**src/rtl/video_testcard_pkg.sv**
```systemverilog
// ============================================================================
// Module : video_testcard_pkg
// Brief  : Test-mode codes and sequencer state encodings for the testcard.
// Rev    : 1.0
// ============================================================================
`default_nettype none

package video_testcard_pkg;

  localparam logic [2:0] MODE_GRID        = 3'd0;
  localparam logic [2:0] MODE_MOVING_GRID = 3'd1;
  localparam logic [2:0] MODE_FONT        = 3'd2;
  localparam logic [2:0] MODE_WHITE       = 3'd3;
  localparam logic [2:0] MODE_HLINES      = 3'd4;
  localparam logic [2:0] MODE_VLINES      = 3'd5;

  localparam logic [1:0] S_RUN  = 2'd0;
  localparam logic [1:0] S_PEND = 2'd1;
  localparam logic [1:0] S_HOLD = 2'd2;

endpackage

`default_nettype wire

```
**src/rtl/button_debounce.sv**
```systemverilog
// ============================================================================
// Module : button_debounce
// Brief  : Synchroniser, stable-count debouncer and rising-edge pulse.
// Rev    : 1.0
// ============================================================================
`default_nettype none

module button_debounce #(
  parameter int DEBOUNCE_CYCLES = 240000,
  parameter int DEBOUNCE_WIDTH  = 18
) (
  input  logic clk,
  input  logic rst,
  input  logic btn_i,
  output logic pulse_o
);

  localparam logic [DEBOUNCE_WIDTH-1:0] CNT_LAST = DEBOUNCE_WIDTH'(DEBOUNCE_CYCLES - 1);

  logic [1:0]                sync_q;
  logic                      stable_q, stable_d;
  logic [DEBOUNCE_WIDTH-1:0] cnt_q, cnt_d;
  logic                      pulse_q;

  // The counter only runs while the synchronised input disagrees with the
  // accepted level; any bounce back restarts it from zero.
  always_comb begin
    stable_d = stable_q;
    cnt_d    = '0;
    if (sync_q[1] != stable_q) begin
      if (cnt_q == CNT_LAST) stable_d = sync_q[1];
      else                   cnt_d    = cnt_q + DEBOUNCE_WIDTH'(1);
    end
  end

  always_ff @(posedge clk or negedge rst) begin
    if (!rst) begin
      sync_q   <= '0;
      stable_q <= 1'b0;
      cnt_q    <= '0;
      pulse_q  <= 1'b0;
    end else begin
      sync_q   <= {sync_q[0], btn_i};
      stable_q <= stable_d;
      cnt_q    <= cnt_d;
      pulse_q  <= stable_d & ~stable_q;
    end
  end

  assign pulse_o = pulse_q;

endmodule

`default_nettype wire

```
**src/rtl/video_mode_sequencer.sv**
```systemverilog
// ============================================================================
// Module : video_mode_sequencer
// Brief  : Frame-synchronous test-mode / scroll-offset controller.
// Rev    : 1.0
// ============================================================================
`default_nettype none

module video_mode_sequencer
  import video_testcard_pkg::*;
#(
  parameter int NUM_MODES       = 6,
  parameter int MODE_WIDTH      = 3,
  parameter int DWELL_FRAMES    = 50,
  parameter int DWELL_WIDTH     = 8,
  parameter int OFFSET_DIV      = 2,
  parameter int DEBOUNCE_CYCLES = 240000,
  parameter int DEBOUNCE_WIDTH  = 18
) (
  input  logic                  clk,
  input  logic                  rst,
  input  logic [7:0]            i_pixel_y,
  input  logic                  i_enable,
  input  logic                  i_advance,
  input  logic                  i_hold,
  output logic [MODE_WIDTH-1:0] o_test_mode,
  output logic [2:0]            o_offset,
  output logic                  o_frame_strobe,
  output logic                  o_mode_changed
);

  localparam int DIV_WIDTH = (OFFSET_DIV > 1) ? $clog2(OFFSET_DIV) : 1;
  localparam logic [MODE_WIDTH-1:0]  MODE_LAST  = MODE_WIDTH'(NUM_MODES - 1);
  localparam logic [DWELL_WIDTH-1:0] DWELL_LAST = DWELL_WIDTH'(DWELL_FRAMES - 1);
  localparam logic [DIV_WIDTH-1:0]   DIV_LAST   = DIV_WIDTH'(OFFSET_DIV - 1);

  logic [7:0]            y_prev_q;
  logic                  strobe_q, changed_q;
  logic [1:0]            state_q, state_d;
  logic                  pend_q, pend_d;
  logic [MODE_WIDTH-1:0] mode_q, mode_d;
  logic [DWELL_WIDTH-1:0] dwell_q, dwell_d;
  logic [DIV_WIDTH-1:0]  div_q, div_d;
  logic [2:0]            offset_q, offset_d;
  logic                  adv_pulse, frame_start, active, step;
  logic                  unused_enable;

  assign unused_enable = i_enable;

  button_debounce #(
    .DEBOUNCE_CYCLES(DEBOUNCE_CYCLES),
    .DEBOUNCE_WIDTH (DEBOUNCE_WIDTH)
  ) u_adv_debounce (
    .clk    (clk),
    .rst    (rst),
    .btn_i  (i_advance),
    .pulse_o(adv_pulse)
  );

  // Frame start is the first cycle back on line 0; all updates land on the
  // same edge that raises o_frame_strobe.
  assign frame_start = (i_pixel_y == 8'd0) && (y_prev_q != 8'd0);

  always_ff @(posedge clk or negedge rst) begin
    if (!rst) begin
      state_q <= S_RUN;
      pend_q  <= 1'b0;
    end else begin
      state_q <= state_d;
      pend_q  <= pend_d;
    end
  end

  // A press arriving on the very step it would have caused is absorbed,
  // so coincident expiry and advance step the mode only once.
  always_comb begin
    pend_d  = step ? 1'b0 : (pend_q | adv_pulse);
    state_d = state_q;
    case (state_q)
      S_RUN:   if (i_hold) state_d = S_HOLD;
               else if (pend_d) state_d = S_PEND;
      S_PEND:  if (i_hold) state_d = S_HOLD;
               else if (!pend_d) state_d = S_RUN;
      S_HOLD:  if (!i_hold) state_d = pend_d ? S_PEND : S_RUN;
      default: state_d = S_RUN;
    endcase
  end

  always_comb begin
    active   = (state_q != S_HOLD) && !i_hold;
    step     = active && frame_start && ((state_q == S_PEND) || (dwell_q == DWELL_LAST));
    mode_d   = mode_q;
    dwell_d  = dwell_q;
    div_d    = div_q;
    offset_d = offset_q;
    if (active && frame_start) begin
      if (step) begin
        mode_d  = (mode_q == MODE_LAST) ? '0 : mode_q + MODE_WIDTH'(1);
        dwell_d = '0;
      end else begin
        dwell_d = dwell_q + DWELL_WIDTH'(1);
      end
      if (div_q == DIV_LAST) begin
        div_d    = '0;
        offset_d = offset_q + 3'd1;
      end else begin
        div_d = div_q + DIV_WIDTH'(1);
      end
    end
  end

  always_ff @(posedge clk or negedge rst) begin
    if (!rst) begin
      y_prev_q  <= '0;
      strobe_q  <= 1'b0;
      changed_q <= 1'b0;
      mode_q    <= '0;
      dwell_q   <= '0;
      div_q     <= '0;
      offset_q  <= '0;
    end else begin
      y_prev_q  <= i_pixel_y;
      strobe_q  <= frame_start;
      changed_q <= step;
      mode_q    <= mode_d;
      dwell_q   <= dwell_d;
      div_q     <= div_d;
      offset_q  <= offset_d;
    end
  end

  assign o_test_mode    = mode_q;
  assign o_offset       = offset_q;
  assign o_frame_strobe = strobe_q;
  assign o_mode_changed = changed_q;

endmodule

`default_nettype wire

```
**config.mk**
```make
export PLATFORM = sky130hd
export DESIGN_NAME = video_mode_sequencer
export DESIGN_NICKNAME = d
export VERILOG_FILES = /design/src/rtl/video_testcard_pkg.sv /design/src/rtl/button_debounce.sv /design/src/rtl/video_mode_sequencer.sv
export SDC_FILE = /design/constraint.sdc
export NUM_CORES = 1
export LEC_CHECK = 0
export CAP_MARGIN = 5
export CORE_UTILIZATION = 45
export DETAILED_ROUTE_END_ITERATION = 7
export GPL_TIMING_DRIVEN = 0
export PLACE_DENSITY = 0.67
export SYNTH_ARGS = -nofsm -noshare
export SYNTH_HDL_FRONTEND = slang
export SYNTH_SLANG_ARGS = --single-unit
```
**constraint.sdc**
```tcl
create_clock -name clk -period 5 [get_ports clk]
set_clock_uncertainty 0.15 [all_clocks]
set_input_delay 1 -clock clk [delete_from_list [all_inputs] [get_ports clk]]
set_output_delay 1 -clock clk [all_outputs]
set_load 0.01 [all_outputs]
```
### Word-level counts from Yosys, hierarchy flattened

Index checks and enable logic that the tools add are counted.

| cells by class | value |
|---|---|
| add/sub/neg operators | 5 |
| multipliers | 0 |
| div/mod/pow operators | 0 |
| order comparisons | 0 |
| equal/unequal tests | 10 |
| shifts and indexed selects | 0 |
| multiplexer cells | 15 |
| bitwise logic cells | 3 |
| reduce and logical (&&, ||, !) cells | 12 |

Operators by type and width:

| kind | number |
|---|---|
| $mux 18 | 2 |
| $add 18x1->18 const B | 1 |
| $eq 18x18->1 const B | 1 |
| $mux 2 | 5 |
| $add 8x1->8 const B | 1 |
| $eq 8x6->1 const B | 1 |
| $logic_not 8->1 | 1 |
| $mux 8 | 1 |
| $reduce_bool 8->1 | 1 |
| $add 3x1->3 const B | 2 |
| $ne 3x3->1 const B | 2 |
| $pmux 2 s3 | 1 |
| $mux 1 | 5 |
| $logic_and 1x1->1 | 4 |
| $ne 2x2->1 const B | 2 |
| $reduce_and 2->1 | 2 |
| $eq 3x3->1 const B | 1 |
| $mux 3 | 1 |
| $reduce_and 3->1 | 1 |
| $eq 2x1->1 const B | 1 |
| $eq 2x2->1 const B | 1 |
| $logic_not 2->1 | 1 |
| $add 1x1->1 const B | 1 |
| $and 1x1->1 | 1 |
| other kinds (5) | 5 |

| word-level totals | value |
|---|---|
| bits in registers | 50 |
| latch bits | 0 |
| RAM bits | 0 |
| memory bits (read-only) | 0 |
| bits of input ports | 13 |
| output and inout bits | 8 |
| word-level logic and storage cells | 58 |
| memories kept | 0 |

### Longest topological paths before layout

Gate-level depths: netlist of run 1.

| logic depth | value |
|---|---|
| depth after elaboration | 8 |
| gate-level depth with buffers | 8 |
| depth with buffers taken out | 6 |

### Cells and area by module

From an unflattened synthesis of run 1, not the netlist that was laid out.

| unflattened totals | value |
|---|---|
| cells, all modules | 198 |
| area total of the unflattened synthesis | 2252.2 sq um |

Modules (own cells, without submodules):

| module | instances | cells an instance | area an instance (sq um) | seq. area each (sq um) |
|---|---|---|---|---|
| video_mode_sequencer | 1 | 99 | 1206.2 | 700.7 |
| button_debounce | 1 | 99 | 1046.0 | 550.5 |

### Worst setup path before layout of run 1

OpenSTA, ideal clock, no wires.

| timing | value |
|---|---|
| path kind | input to register |
| start | input i_pixel_y[5] |
| end | register dwell_q[1] |
| library setup time | 0.127 ns |
| arrival | 2.414 ns |
| required time | 4.723 ns |
| path slack | 2.309 ns |
| stages | 5 |
| path buffers | 1 |
| cell sequence | or4_1 -> a211oi_2 -> and2_1 -> buf_4 -> mux2_1 |

| between the ends | value |
|---|---|
| longest elaborated chain between the ends | 5 |

RTL lines:

| item | line | text |
|---|---|---|
| start: declaration | video_mode_sequencer.sv:21 | `input logic [7:0] i_pixel_y,` |
| $logic_not 8->1 (*) | video_mode_sequencer.sv:61 | `assign frame_start = (i_pixel_y == 8'd0) && (y_prev_q != 8'd0);` |
| $logic_and 1x1->1 (*) | video_mode_sequencer.sv:61 |  |
| $logic_and 1x1->1 (*) | video_mode_sequencer.sv:90, video_mode_sequencer.sv:95 |  |
| $logic_and 1x1->1 | video_mode_sequencer.sv:90 | `step = active && frame_start && ((state_q == S_PEND) \|\| (dwell_q == DWELL_LAST));` |
| $mux 8 | video_mode_sequencer.sv:96 | `if (step) begin` |
| end signal: assignment | video_mode_sequencer.sv:125 | `dwell_q <= dwell_d;` |
| end: declaration | video_mode_sequencer.sv:41 | `logic [DWELL_WIDTH-1:0] dwell_q, dwell_d;` |

Mark *: on every way between the ends. The rest lies on a longest branch, timed or not.
A chain may end at the register's enable or synchronous reset.

### Worst setup path after layout of run 1

Ends and elaborated chain as after synthesis.

==> impl_metrics.json, run 1 <==
{
  "status": "finished, final reports clean",
  "critical_path_class": "input pin to register",
  "syn_nets": 219,
  "vdd_drop_max_v": 0.0001674,
  "portBuffers": 19,
  "wire_per_inst_um": 13.34,
  "crit_path_top_delay_cell": "or4_1",
  "end_kind": "register",
  "synth.distinct_cells": 45,
  "wl_um": 3961,
  "fin_crit_ns": 3.020,
  "slew_headroom": 0.6811,
  "final_common_cell": "dfrtp_1",
  "die_h_um": 73.02,
  "cp.required_ns": 5.05,
  "diodes": 0,
  "async_flop_share": 1.000,
  "h-tree-depth": 2,
  "setup_viol": 0,
  "synth_ff_type": "dfrtp_1",
  "start_util": 0.4742,
  "seq_area_frac_synth": 0.5513,
  "start_kind": "input pin",
  "layout-drive-gt1-share": 0.1043,
  "grt_remaining_overflow": 0,
  "dieArea_sq_um": 5332,
  "power.leakage_nw": 1.164,
  "power_density_nw_per_um2": 263.2,
  "num-fill-cells": 430,
  "fin_ws_ns": 1.980,
  "syn-mean-instance-area_sq_um": 11.24,
  "grt_max_degree": 31,
  "place_congestion": 0.7726,
  "synth_top_area_cell": "dfrtp_1",
  "clkTransAtPathRegs_ns": 0.10,
  "worst_slew_pin_slew_ns": 0.4784,
  "final_area_sq_um": 2656,
  "cts_hold_buf": 0,
  "final_cells": 297,
  "fp.dieW_um": 73.02,
  "cts_root_buf": "clkbuf_8",
  "utilization": 0.5550,
  "worst_path_largest_cell_delay_ns": 0.54,
  "syn-instance-count": 202,
  "fmax_ghz": 0.3311,
  "power_mw": 0.6990,
  "coreArea_sq_um": 4786,
  "hold_ws_ns": 0.2043,
  "crit_family": "simple AND/OR/NAND/NOR gates",
  "grt_antenna_before_repair": 0,
  "critPathArrivalTime_ns": 3.07,
  "cts.sinks": 50,
  "vias": 1567,
  "crit_path_max_fanout": 6,
  "post-dp-hpwl_um": 2801,
  "synth_top_cell_area_share": 0.5513,
  "grt_usage": 0.1715,
  "place_inst": 289,
  "rows": 25,
  "drt_iter0_markers": 144,
  "place_area_sq_um": 2559,
  "cts_tree": "done",
  "grt_pass1_wl_um": 7024,
  "worstSkewPairLatency_ns": 0.30,
  "hold_path.class": "register to register",
  "area_delta_synth_final_pct": 17.03,
  "rsz0062_at_grt": "false",
  "grt_pass1_vias": 1469,
  "worst-path-buf-inv": 2,
  "maxSlewViolCount": 0,
  "syn_area_sq_um": 2270,
  "ioPinCount": 21,
  "cts_setup_buffers": 0,
  "maxCapViolCount": 0,
  "finalHoldViolCount": 0,
  "synth.area.top_cells": "dfrtp_1 (55%), nor2_1 (4.0%), xnor2_1 (3.9%)",
  "cp_cell_sequence": "clkdlybuf4s50_1 -> or4_1 -> a211oi_2 -> and2_1 -> buf_4 -> mux2_1",
  "yosys_warnings": 0,
  "layout_common_cells": "dfrtp_1 (50), nor2_1 (24), clkdlybuf4s50_1 (18)",
  "drtPass1Iterations": 4,
  "cts_buffers": 5,
  "synth_enable_flop_cells": 0,
  "pre_cts_ws_ns": 1.663,
  "cts_resized": 0,
  "ant_nets": 0,
  "routed_via_density": 5.276,
  "ys_ff_latch": 50,
  "tns_ns": 0,
  "route.detailed.drc": 0,
  "fin_crit_sh": 0.6041,
  "nets": 246,
  "cts_max_path_buffers": 2
}
[cell families (layout without fill, tap and decap cells)]
group | Yosys count | after routing | synth area share
AOI/OAI and AO/OA | 23 | 23 | 0.08380
DFF | 50 | 50 | 0.5513
and+or+nand+nor | 85 | 85 | 0.2067
xor gates and xnor gates | 20 | 20 | 0.07717
adders and majority gates | 4 | 4 | 0.02205
muxes | 6 | 6 | 0.02922
buffers and inverters | 14 | 42 | 0.02977
[synthesized netlist by cell type (all sizes together) (4+ instances only)]
library cell / instances
a21oi: 4
buf: 6
dfrtp: 50
ha: 4
inv: 6
mux2: 5
nand2: 10
nand3: 10
nand4: 12
nor2: 24
nor3: 6
nor4: 6
o211ai: 6
xnor2: 10
xor2: 10
[cell type report]
type	count	area, sq um	area share
clock buffer	5	68.82	0.02591
timing repair buffer	20	205.2	0.07725
tap	67	83.83	0.03156
buffer	8	45.04	0.01696
sequential	50	1251	0.4710
clock inverter	3	28.78	0.01083
inverter	6	22.52	0.008479
multi-input combinational	138	950.9	0.3580
[final timing paths]
path,from,slack [ns],end,cells past startpoint
max,i_pixel_y[5],1.98,dwell_q[1],6
min,u_adv_debounce.sync_q[0],0.20,u_adv_debounce.sync_q[1],0
max reg2reg,dwell_q[1],2.89,o_test_mode[1],7
min reg2reg,u_adv_debounce.sync_q[0],0.20,u_adv_debounce.sync_q[1],0
max in group asynchronous,rst,3.69,u_adv_debounce.cnt_q[11],2
min in group asynchronous,rst,0.49,y_prev_q[7],1
[flip-flops by register name, summed over array words and instances (netlist names)]
| name | flops |
|---|---|
| u_adv_debounce.stable_q | 1 |
| u_adv_debounce.sync_q | 2 |
| u_adv_debounce.cnt_q | 18 |
| y_prev_q | 8 |
| u_adv_debounce.pulse_o | 1 |
| o_offset | 3 |
| state_q | 2 |
| div_q | 1 |
| o_frame_strobe | 1 |
| o_mode_changed | 1 |
| o_test_mode | 3 |
| pend_q | 1 |
| dwell_q | 8 |
[layer usage]
layer,routed length (um),GRT usage
met5,0,0
met3,182,0.04282
met1,1935,0.2493
met2,1797,0.2541
met4,45,0.04575
[report_power, final]
| group | leakage (nW) | internal (mW) | total, mW | switching, mW |
|---|---|---|---|---|
| Sequential | 0.670 | 0.411 | 0.416 | 0.00520 |
| Combinational | 0.443 | 0.0146 | 0.0332 | 0.0186 |
| Clock | 0.0506 | 0.105 | 0.249 | 0.145 |
| Total | 1.16 | 0.531 | 0.699 | 0.168 |
No activity file was read; power rests on OpenSTA's default activity.
==> run 2, diff against run 1 <==
clock period = 3.1 ns   (was 5 ns; I/O delays follow)
==> results of run 2 <==
Same layout as run 1 (identical final DEF). Status: finished, final reports clean.
Main changes from that run: setup slack after placement 1.663 ns -> 0.1432 ns; setup slack after layout 1.980 ns -> 0.4595 ns; hold slack 0.2043 ns -> 0.1079 ns; register-to-register setup slack 2.89 ns -> 0.99 ns; total power 0.6990 mW -> 1.127 mW; worst IR drop on VDD 0.0001674 V -> 0.0002700 V
